$ cat src/rtl/branch_metric_unit_if.sv
// Symbol-in / metrics-out bus of the branch metric unit, with DUT-side (slave) and driver-side (master) views.
// Handshake: a transfer happens on a rising edge where valid and ready are both 1; no combinational path from valid to ready.
interface branch_metric_unit_if #(
    parameter int CODE_N = 2,
    parameter int SOFT_W = 3,
    parameter int CNT_W  = 16
);
    localparam int METRIC_W = $clog2(CODE_N * (2**SOFT_W - 1) + 1);

    logic [CODE_N*SOFT_W-1:0]         i_data;
    logic [CODE_N-1:0]                i_erase;
    logic                             i_valid;
    logic                             o_ready;
    logic [(2**CODE_N)*METRIC_W-1:0]  o_metrics;
    logic                             o_valid;
    logic                             i_ready;
    logic [CNT_W-1:0]                 o_sym_cnt;

    modport slave (
        input  i_data, i_erase, i_valid, i_ready,
        output o_ready, o_metrics, o_valid, o_sym_cnt
    );

    modport master (
        output i_data, i_erase, i_valid, i_ready,
        input  o_ready, o_metrics, o_valid, o_sym_cnt
    );
endinterface

$ cat src/rtl/branch_metric_unit.sv
// Branch metric unit: soft-decision distance of one received symbol to every codeword, with per-bit erasure.
// Define BMU_NORMALIZE_EN to add a third stage that subtracts the minimum metric from all metrics.
module branch_metric_unit #(
    parameter int CODE_N = 2,
    parameter int SOFT_W = 3,
    parameter int CNT_W  = 16
) (
    input  logic                i_clk,
    input  logic                i_rst_n,
    branch_metric_unit_if.slave bus
);
    localparam int METRIC_W = $clog2(CODE_N * (2**SOFT_W - 1) + 1);
    localparam int NCW      = 2**CODE_N;
    localparam int PAD_W    = METRIC_W - SOFT_W;

    logic                           w_en;
    logic                           w_accept;
    logic                           w_out_valid;
    logic                           r_v1;
    logic [CODE_N-1:0][SOFT_W-1:0]  r_d0;
    logic [CODE_N-1:0][SOFT_W-1:0]  r_d1;
    logic                           r_v2;
    logic [NCW-1:0][METRIC_W-1:0]   w_sum;
    logic [NCW-1:0][METRIC_W-1:0]   r_m2;
    logic [CNT_W-1:0]               r_cnt;

    assign w_en     = !w_out_valid || bus.i_ready;
    assign w_accept = bus.i_valid && w_en;

    // Distance to an expected 0 is the sample; to an expected 1 it is MAXS - sample, i.e. its complement.
    always_ff @(posedge i_clk) begin
        if (!i_rst_n) begin
            r_v1 <= 1'b0;
            r_d0 <= '0;
            r_d1 <= '0;
        end else if (w_en) begin
            r_v1 <= w_accept;
            if (bus.i_valid) begin
                for (int j = 0; j < CODE_N; j++) begin
                    if (bus.i_erase[j]) begin
                        r_d0[j] <= '0;
                        r_d1[j] <= '0;
                    end else begin
                        r_d0[j] <= bus.i_data[j*SOFT_W +: SOFT_W];
                        r_d1[j] <= ~bus.i_data[j*SOFT_W +: SOFT_W];
                    end
                end
            end
        end
    end

    always_comb begin
        w_sum = '0;
        for (int k = 0; k < NCW; k++) begin
            for (int j = 0; j < CODE_N; j++) begin
                if (((k >> j) & 1) != 0)
                    w_sum[k] = w_sum[k] + {{PAD_W{1'b0}}, r_d1[j]};
                else
                    w_sum[k] = w_sum[k] + {{PAD_W{1'b0}}, r_d0[j]};
            end
        end
    end

    always_ff @(posedge i_clk) begin
        if (!i_rst_n) begin
            r_v2 <= 1'b0;
            r_m2 <= '0;
        end else if (w_en) begin
            r_v2 <= r_v1;
            if (r_v1)
                r_m2 <= w_sum;
        end
    end

`ifdef BMU_NORMALIZE_EN
    logic [METRIC_W-1:0]          w_min;
    logic                         r_v3;
    logic [NCW-1:0][METRIC_W-1:0] r_m3;

    always_comb begin
        w_min = r_m2[0];
        for (int k = 1; k < NCW; k++) begin
            if (r_m2[k] < w_min)
                w_min = r_m2[k];
        end
    end

    always_ff @(posedge i_clk) begin
        if (!i_rst_n) begin
            r_v3 <= 1'b0;
            r_m3 <= '0;
        end else if (w_en) begin
            r_v3 <= r_v2;
            if (r_v2) begin
                for (int k = 0; k < NCW; k++)
                    r_m3[k] <= r_m2[k] - w_min;
            end
        end
    end

    assign w_out_valid   = r_v3;
    assign bus.o_metrics = r_m3;
`else
    assign w_out_valid   = r_v2;
    assign bus.o_metrics = r_m2;
`endif

    always_ff @(posedge i_clk) begin
        if (!i_rst_n)
            r_cnt <= '0;
        else if (w_out_valid && bus.i_ready)
            r_cnt <= r_cnt + 1'b1;
    end

    assign bus.o_valid   = w_out_valid;
    assign bus.o_ready   = w_en;
    assign bus.o_sym_cnt = r_cnt;
endmodule

$ cat src/flat_wrapper.sv
// flat-port wrapper written by rule: the top's interface ports become plain ports
module branch_metric_unit_flat 
#(
    parameter int CODE_N = 2,
    parameter int SOFT_W = 3,
    parameter int CNT_W  = 16
)
  (i_clk, i_rst_n, bus_i_data, bus_i_erase, bus_i_valid, bus_i_ready, bus_o_ready, bus_o_metrics, bus_o_valid, bus_o_sym_cnt);
  branch_metric_unit_if #(.CODE_N(CODE_N), .SOFT_W(SOFT_W), .CNT_W(CNT_W)) bus_i ();
  input  logic i_clk;
  input  logic i_rst_n;
  input wire logic [$bits(bus_i.i_data)-1:0] bus_i_data;
  input wire logic [$bits(bus_i.i_erase)-1:0] bus_i_erase;
  input wire logic [$bits(bus_i.i_valid)-1:0] bus_i_valid;
  input wire logic [$bits(bus_i.i_ready)-1:0] bus_i_ready;
  output wire logic [$bits(bus_i.o_ready)-1:0] bus_o_ready;
  output wire logic [$bits(bus_i.o_metrics)-1:0] bus_o_metrics;
  output wire logic [$bits(bus_i.o_valid)-1:0] bus_o_valid;
  output wire logic [$bits(bus_i.o_sym_cnt)-1:0] bus_o_sym_cnt;
  assign bus_i.i_data = bus_i_data;
  assign bus_i.i_erase = bus_i_erase;
  assign bus_i.i_valid = bus_i_valid;
  assign bus_i.i_ready = bus_i_ready;
  assign bus_o_ready = bus_i.o_ready;
  assign bus_o_metrics = bus_i.o_metrics;
  assign bus_o_valid = bus_i.o_valid;
  assign bus_o_sym_cnt = bus_i.o_sym_cnt;
  branch_metric_unit #(.CODE_N(CODE_N), .SOFT_W(SOFT_W), .CNT_W(CNT_W)) u_core (.i_clk(i_clk), .i_rst_n(i_rst_n), .bus(bus_i));
endmodule
$ cat config.mk
export PLATFORM = sky130hd
export DESIGN_NAME = branch_metric_unit_flat
export DESIGN_NICKNAME = d
export VERILOG_FILES = /design/src/rtl/branch_metric_unit_if.sv /design/src/rtl/branch_metric_unit.sv /design/src/flat_wrapper.sv
export SDC_FILE = /design/constraint.sdc
export NUM_CORES = 1
export LEC_CHECK = 0
export BUFFER_PORTS_ARGS = -buffer_cell sky130_fd_sc_hd__buf_4
export CORE_MARGIN = 2
export CORE_UTILIZATION = 35
export CTS_BUF_LIST = sky130_fd_sc_hd__clkbuf_8
export CTS_CLUSTER_SIZE = 40
export DETAILED_ROUTE_END_ITERATION = 6
export PLACE_DENSITY_LB_ADDON = 0.1
export SYNTH_ARGS = -nofsm -noshare
export SYNTH_HDL_FRONTEND = slang
export SYNTH_SLANG_ARGS = --single-unit
$ cat constraint.sdc
create_clock -name i_clk -period 1.7 [get_ports i_clk]
set_input_delay 0.17 -clock i_clk [delete_from_list [all_inputs] [get_ports i_clk]]
set_output_delay 0.17 -clock i_clk [all_outputs]
set_load 0.1 [all_outputs]
==> metrics.md, run 1 <==
| Metric | Value |
|---|---|
| Total GRT Usage | between 10% and 20% |
| Warnings from Yosys | 0 |
| Hold crit path type | input port to flop |
| Peak per-stage delay on the critical path | around 0.52 ns |
| Die area | between 6000 and 7000 um^2 |
| DR WL/cell | 12.5 um |
| Clock Latency Late Sink | roughly 0.29 ns |
| Residual DRC | 0 |
| Layout cells sized above 1 | around a quarter |
| Post-CTS Setup Repair Bufs | 0 |
| Critical path cell sequence | ha_1, nand4_1, or4_1, a21oi_1 |
| CP Launch Type | flop |
| #FFs+latches synth | 46 |
| Crit end category | flop |
| Clock network power share | between 30% and 40% |
| Antenna cells | 0 |
| Sequential power share | between 40% and 50% |
| Syn_nets | 271 |
| Top delay family on crit path | simple AND/OR/NAND/NOR gates |
| Buffers added on ports | 45 |
| Arrival time worst endpoint | around 1.7 ns |
| Clock Sinks | 46 |
| Cell count after synthesis | approximately 240 |
| Post-DR vias/cell | 4.84 |
| Final GP Congestion | between 0.7 and 0.8 |
| Total gr overflow | 0 |
| Crit-path max FO | 6 |
| Yosys top cell by area | dfxtp_1 |
| Yosys top cell area share | between 40% and 50% |
| Mapped Area | between 2000 and 2500 um^2 |
| Top_reg_cell synth | dfxtp_1 |
| Initial Util | around 36% |
| Setup violations, final | 0 |
| Status | finished clean |
| Drt total wl | 4550 um |
| Max Clock Skew | between 0.003 and 0.004 ns |
| Core Footprint | ~5900 um^2 |
| Power Internal | around 0.0016 W |
| Boundary pin count | 46 |
| Maxcap violations | 0 |
| Final #Nets | approximately 320 |
| Post-cts sizing count | 0 |
| Vias in the first global route | 1573 |
| Post-synthesis cell type count | 33 |
| Pre-antenna DRT Iters | 4 |
| Largest net degree at the start of global routing | 25 |
| CTS Hold Buffers Added | 0 |
| Sw Ratio | around 29% |
| Post-synth top cells | dfxtp_1, nand2_1, a21oi_1, nor2_1, ha_1 |
| Lkg Pwr | ~1.1 nW |
| Slew @ Worst Pin | ~0.45 ns |
| Clk root buf | clkbuf_8 |
| Hpwl dp | 3470 um |
| Fin crit share | between 80% and 90% |
| WHS | 0.142 ns |
| Final Hold Viols | 0 |
| CTS Buf Count | 5 |
| Register area share after synthesis | a little over two fifths |
| Fmax achieved | 665 MHz |
| Fin. max-slew vios | 0 |
| Slew margin rel. | a little over two thirds |
| Clock Pin Slew Worst Setup and Hold Paths | 0.09 ns |
| WS Path Type | flop to flop |
| Multi-input logic area | 1120 um^2 |
| Initial antenna violation count | 0 |
| Fill cell count | just over 600 |
| Max Buffers Root-to-Sink | 2 |
| Vias | 1761 |
| Row count | 28 |
| Die X | 81.9 um |
| Async set-or-reset flop fraction in the synthesized netlist | 0% |
| H-tree lvl count | 2 |
| VDD IR max | approximately 0.00038 V |
| TritonCTS clock tree | done |
| Crit path buf inv count | 0 |
| Avg Cell Area, Syn | 8.78 um^2 |
| Dpl cells | 356 |
| Die Y | 81.9 um |
| Power Density | about 840 nW/um^2 |
| Post-Layout Cell Count | ~360 |
| Worst Path Required | between 1.5 and 2 ns |
| Worst path slowest cell | or4_1 |
| RSZ-0062 raised after global routing | false |
| Top-count cell post-synth | dfxtp_1 |
| Register Area | slightly below 1000 um^2 |
| P&R area growth vs syn | 27.4% |
| Number of routed nets with antenna violations | 0 |
| EDFF count, synth | 0 |
| Minimum clock period | around 1.5 ns |
| Comb pwr share | roughly 16% |
| Psw | ~0.00066 W |
| First-pass GRT wire length | just under 8000 um |
| Initial DRC count | 59 |
| Largest cells by area after synthesis | dfxtp_1, a21oi_1, ha_1, nand2_1, fa_1 |
## tightest hold or removal path, stage by stage
cell	delay, ns
buf_4	0.08
or3_1	0.09
a21oi_1	0.05
## power by group through the flow
stage | clock [W] | sequential [W] | combinational [W]
finish | 0.000804 | 0.00112 | 0.000354
global route | 0.000881 | 0.00113 | 0.000382
CTS | 0.000830 | 0.00112 | 0.000358
detailed placement | 0 | 0.00115 | 0.000356
global placement | 0 | 0.00115 | 0.000356
floorplan | 0 | 0.00129 | 0.000116
## routing by layer
layer,vias to the layer above,wire (um),global-route usage [%]
met3,4,201,4.07
met1,800,2360,21.6
met2,31,1950,21.8
met5,-,0,0
met4,0,35,4.00
li1,926,-,-
## final cells by class
class / count / area share, %
flip-flops and latches: 46 / 35.7
clock inverters: 3 / 1.52
inverters: 10 / 1.66
repair buffers: 49 / 13.6
multi-input cells: 176 / 41.5
well taps: 75 / 3.47
clock buffers: 5 / 2.54
## layout by cell type (no fill, tap or decap), types with 2 or more instances in the layout
cell type	n
a211oi_1	4
a21o_1	4
a21oi_1	34
and4_1	2
buf_4	49
clkbuf_8	5
dfxtp_1	31
dfxtp_2	4
dfxtp_4	11
fa_1	4
ha_1	13
inv_1	10
nand2_1	40
nand3_1	5
nand3b_1	6
nand4_1	2
nor2_1	16
nor3_1	2
nor4_1	4
o21ai_0	2
o21ai_1	3
o31ai_1	3
or3_1	7
or4_1	3
xnor2_1	9
xor2_1	5
## registers in the layout, indices dropped and copies added (netlist names)
signal,cells
u_core.r_d1,6
u_core.bus.o_valid,1
u_core.r_d0,6
u_core.r_v1,1
u_core.bus.o_metrics,16
u_core.bus.o_sym_cnt,16
## cells by family (layout without fill, tap and decap cells)
group,after synthesis,count (layout),share of synthesized area [%]
AND/OR/NAND/NOR,94,94,21.9
AO/OA/AOI/OAI,50,50,13.1
flip-flops,46,46,43.3
buffers and inverters,20,67,4.06
adder cells (fa/ha/maj),17,17,11.4
XOR/XNOR,14,14,5.77
multiplexers,1,1,0.471
## through the flow
| step | util [%] | total power, W | setup WS (ns) | TNS [ns] | area, um^2 |
|---|---|---|---|---|---|
| 6_report | 46.0 | 0.00228 | 0.196 | 0 | 2710 |
| 3_5_place_dp | 44.1 | 0.00151 | 0.200 | 0 | 2600 |
| 2_1_floorplan | - | 0.00141 | -0.00816 | -0.00816 | 2190 |
| 4_1_cts | 46.0 | 0.00231 | 0.181 | 0 | 2710 |
| 5_1_grt | 46.0 | 0.00239 | 0.0895 | 0 | 2710 |
| 3_3_place_gp | 44.1 | 0.00150 | 0.231 | 0 | 2600 |
## worst paths after layout
kind                                        start  depth (start not counted)  slack, ns                                     to
max          u_core.bus.o_sym_cnt[0]$_SDFFE_PN0P_                          4       0.20  u_core.bus.o_sym_cnt[14]$_SDFFE_PN0P_
min                                 bus_i_data[2]                          3       0.14            u_core.r_d1[2]$_SDFFE_PN0P_
max reg2reg  u_core.bus.o_sym_cnt[0]$_SDFFE_PN0P_                          4       0.20  u_core.bus.o_sym_cnt[14]$_SDFFE_PN0P_
min reg2reg  u_core.bus.o_metrics[6]$_SDFFE_PN0P_                          2       0.45   u_core.bus.o_metrics[6]$_SDFFE_PN0P_
(Power assumes the default switching activity.)
==> run 2, diff against run 1 <==
==> constraint.sdc (replaced) <==
create_clock -name i_clk -period 1.42 [get_ports i_clk]
set_input_delay 0.142 -clock i_clk [delete_from_list [all_inputs] [get_ports i_clk]]
set_output_delay 0.142 -clock i_clk [all_outputs]
set_load 0.1 [all_outputs]
==> metrics.md, run 2 (same netlist as run 1, synthesis figures left out) <==
| Metric | Value |
|---|---|
| Status | finished with violations (was finished clean) |
| Failing checks | setup timing |
| Fin. max-slew vios | 0 (unchanged) |
| Lkg Pwr | 1.24 nW (was 1.10 nW) |
| Commonest non-fill, non-tap cells in the layout | buf_4, nand2_1, a21oi_1 (unchanged) |
| Worst slack at placement | -0.0581 ns (was 0.200 ns) |
| CTS Buf Count | 5 (unchanged) |
| Clock Latency Late Sink | 0.30 ns (was 0.29 ns) |
| Row count | 28 (unchanged) |
| Final #Nets | 339 (was 317) |
| Max Used Layer | met4 (unchanged) |
| Core Footprint | 5890 um^2 (unchanged) |
| Total gr overflow | 0 (unchanged) |
| Post-Layout Cell Count | 386 (was 364) |
| Vias in the first global route | 1638 (was 1573) |
| Die X | 81.9 um (unchanged) |
| Hold crit path type | input port to flop (unchanged) |
| Drt total wl | 5070 um (was 4550 um) |
| Worst Path Required | 1.65 ns (was 1.93 ns) |
| Arrival time worst endpoint | 1.70 ns (was 1.74 ns) |
| Clk root buf | clkbuf_8 (unchanged) |
| Most common cell after layout, fill and taps aside | buf_4 (unchanged) |
| VDD IR max | 0.000366 V (was 0.000379 V) |
| Boundary pin count | 46 (unchanged) |
| Total GRT Usage | 16.1% (was 14.9%) |
| Maxcap violations | 0 (unchanged) |
| Die Y | 81.9 um (unchanged) |
| H-tree lvl count | 2 (unchanged) |
| Slew margin rel. | 73.1% (was 69.6%) |
| Buffers added on ports | 45 (unchanged) |
| Number of routed nets with antenna violations | 0 (unchanged) |
| Fill cell count | 568 (was 618) |
| Initial Util | 36.1% (unchanged) |
| WS Path Type | flop to flop (unchanged) |
| First-pass GRT wire length | 8170 um (was 7720 um) |
| TritonCTS clock tree | done (unchanged) |
| Post-DR vias/cell | 4.77 (was 4.84) |
| Crit end category | flop (unchanged) |
| Setup violations, final | 2 (was 0) |
| Worst setup margin | -0.0530 ns (was 0.196 ns) |
| Pre-antenna DRT Iters | 4 (unchanged) |
| Slew @ Worst Pin | 0.403 ns (was 0.455 ns) |
| CTS Hold Buffers Added | 0 (unchanged) |
| Crit-path max FO | 4 (was 6) |
| Metal-1 WL | 2700 um (was 2360 um) |
| Largest net degree at the start of global routing | 29 (was 25) |
| Clock Sinks | 46 (unchanged) |
| Max Clock Skew | 0.00499 ns (was 0.00398 ns) |
| Initial antenna violation count | 0 (unchanged) |
| Dpl cells | 374 (was 356) |
| Hpwl dp | 3650 um (was 3470 um) |
| Wire length on met3 | 207 um (was 201 um) |
| Minimum clock period | 1.47 ns (was 1.50 ns) |
| RSZ-0062 raised after global routing | true (was false) |
| Initial DRC count | 56 (was 59) |
| P&R area growth vs syn | 41.2% (was 27.4%) |
| Tot Pwr | 0.00265 W (was 0.00228 W) |
| Multi-input logic area | 1240 um^2 (was 1120 um^2) |
| Final Hold Viols | 0 (unchanged) |
| DR WL/cell | 13.1 um (was 12.5 um) |
| Layout cells sized above 1 | 41.2% (was 26.0%) |
| Fmax achieved | 679 MHz (was 665 MHz) |
| CP Launch Type | flop (unchanged) |
| Residual DRC | 0 (unchanged) |
| Clock Pin Slew Worst Setup and Hold Paths | 0.09 ns (about the same) |
| Max Buffers Root-to-Sink | 2 (unchanged) |
| Fin crit share | 104% (was 88.5%) |
| Final GP Congestion | 0.771 (was 0.736) |
| Antenna cells | 0 (unchanged) |
| Die area | 6710 um^2 (unchanged) |
| Vias | 1840 (was 1761) |
| Met2 wire length | 2140 um (was 1950 um) |
| Register Area | 981 um^2 (was 967 um^2) |
| Power Density | 882 nW/um^2 (was 843 nW/um^2) |
==> run 2: cell count changes in the layout (fill, tap and decap cells not counted), sizes merged <==
| cell | before | now |
|---|---|---|
| clkbuf | 5 | 6 |
| buf | 49 | 71 |
| clkinvlp | 1 | 0 |
| bufinv | 1 | 0 |
| clkinv | 0 | 1 |
==> run 2: final timing paths <==
kind / to / depth (start not counted) / slack [ns] / start
worst max-delay path: u_core.bus.o_sym_cnt[14]$_SDFFE_PN0P_ / 4 / -0.05 / u_core.bus.o_sym_cnt[1]$_SDFFE_PN0P_
worst min-delay path: u_core.r_d1[0]$_SDFFE_PN0P_ / 3 / 0.10 / bus_i_data[0]
worst max register to register: u_core.bus.o_sym_cnt[14]$_SDFFE_PN0P_ / 4 / -0.05 / u_core.bus.o_sym_cnt[1]$_SDFFE_PN0P_
worst min register to register: u_core.bus.o_metrics[9]$_SDFFE_PN0P_ / 2 / 0.46 / u_core.bus.o_metrics[9]$_SDFFE_PN0P_
==> run 2: worst max-delay path: stages (launching register included) <==
cell,delay [ns]
dfxtp_4,0.37
ha_4,0.14
nand4_1,0.22
or4_4,0.55
a21oi_1,0.12
==> run 2: layer usage <==
layer,up-vias,track usage (%)
met2,36,21.9
met1,837,25.0
met5,-,0
li1,965,-
met4,0,4.00
met3,2,3.96
==> run 2: what timing repair did <==
action	4_1_cts	5_1_grt
cloned	0	0
pin swaps	3	8
gates resized for setup	6	18
endpoints found under the setup margin	6	23
setup buffers	3	2
==> run 2: where the power goes <==
| part | switching [W] | internal, W |
|---|---|---|
| combinational | 0.000326 | 0.000146 |
| clock | 0.000450 | 0.000387 |
| sequential | 0.0000319 | 0.00131 |
| total | 0.000808 | 0.00184 |
==> run 2: area by class of cell <==
type	count	area share [%]
multi-input cells	176	41.5
flip-flops and latches	46	32.7
repair buffers	71	18.2
well taps	75	3.13
clock buffers	6	2.75
inverters	10	1.50
clock inverters	2	0.292
==> run 2: metrics by stage <==
step	area [um^2]	hold slack, ns	utilization [%]	TNS [ns]
after detailed placement	2800	0.421	47.6	-0.125
final	3000	0.103	51.0	-0.100
after global placement	2800	0.421	47.6	-0.0580
after floorplan	2270	0.284	-	-5.14
after global routing	3000	0.106	51.0	-0.470
after CTS	2930	0.0932	49.8	-0.0736
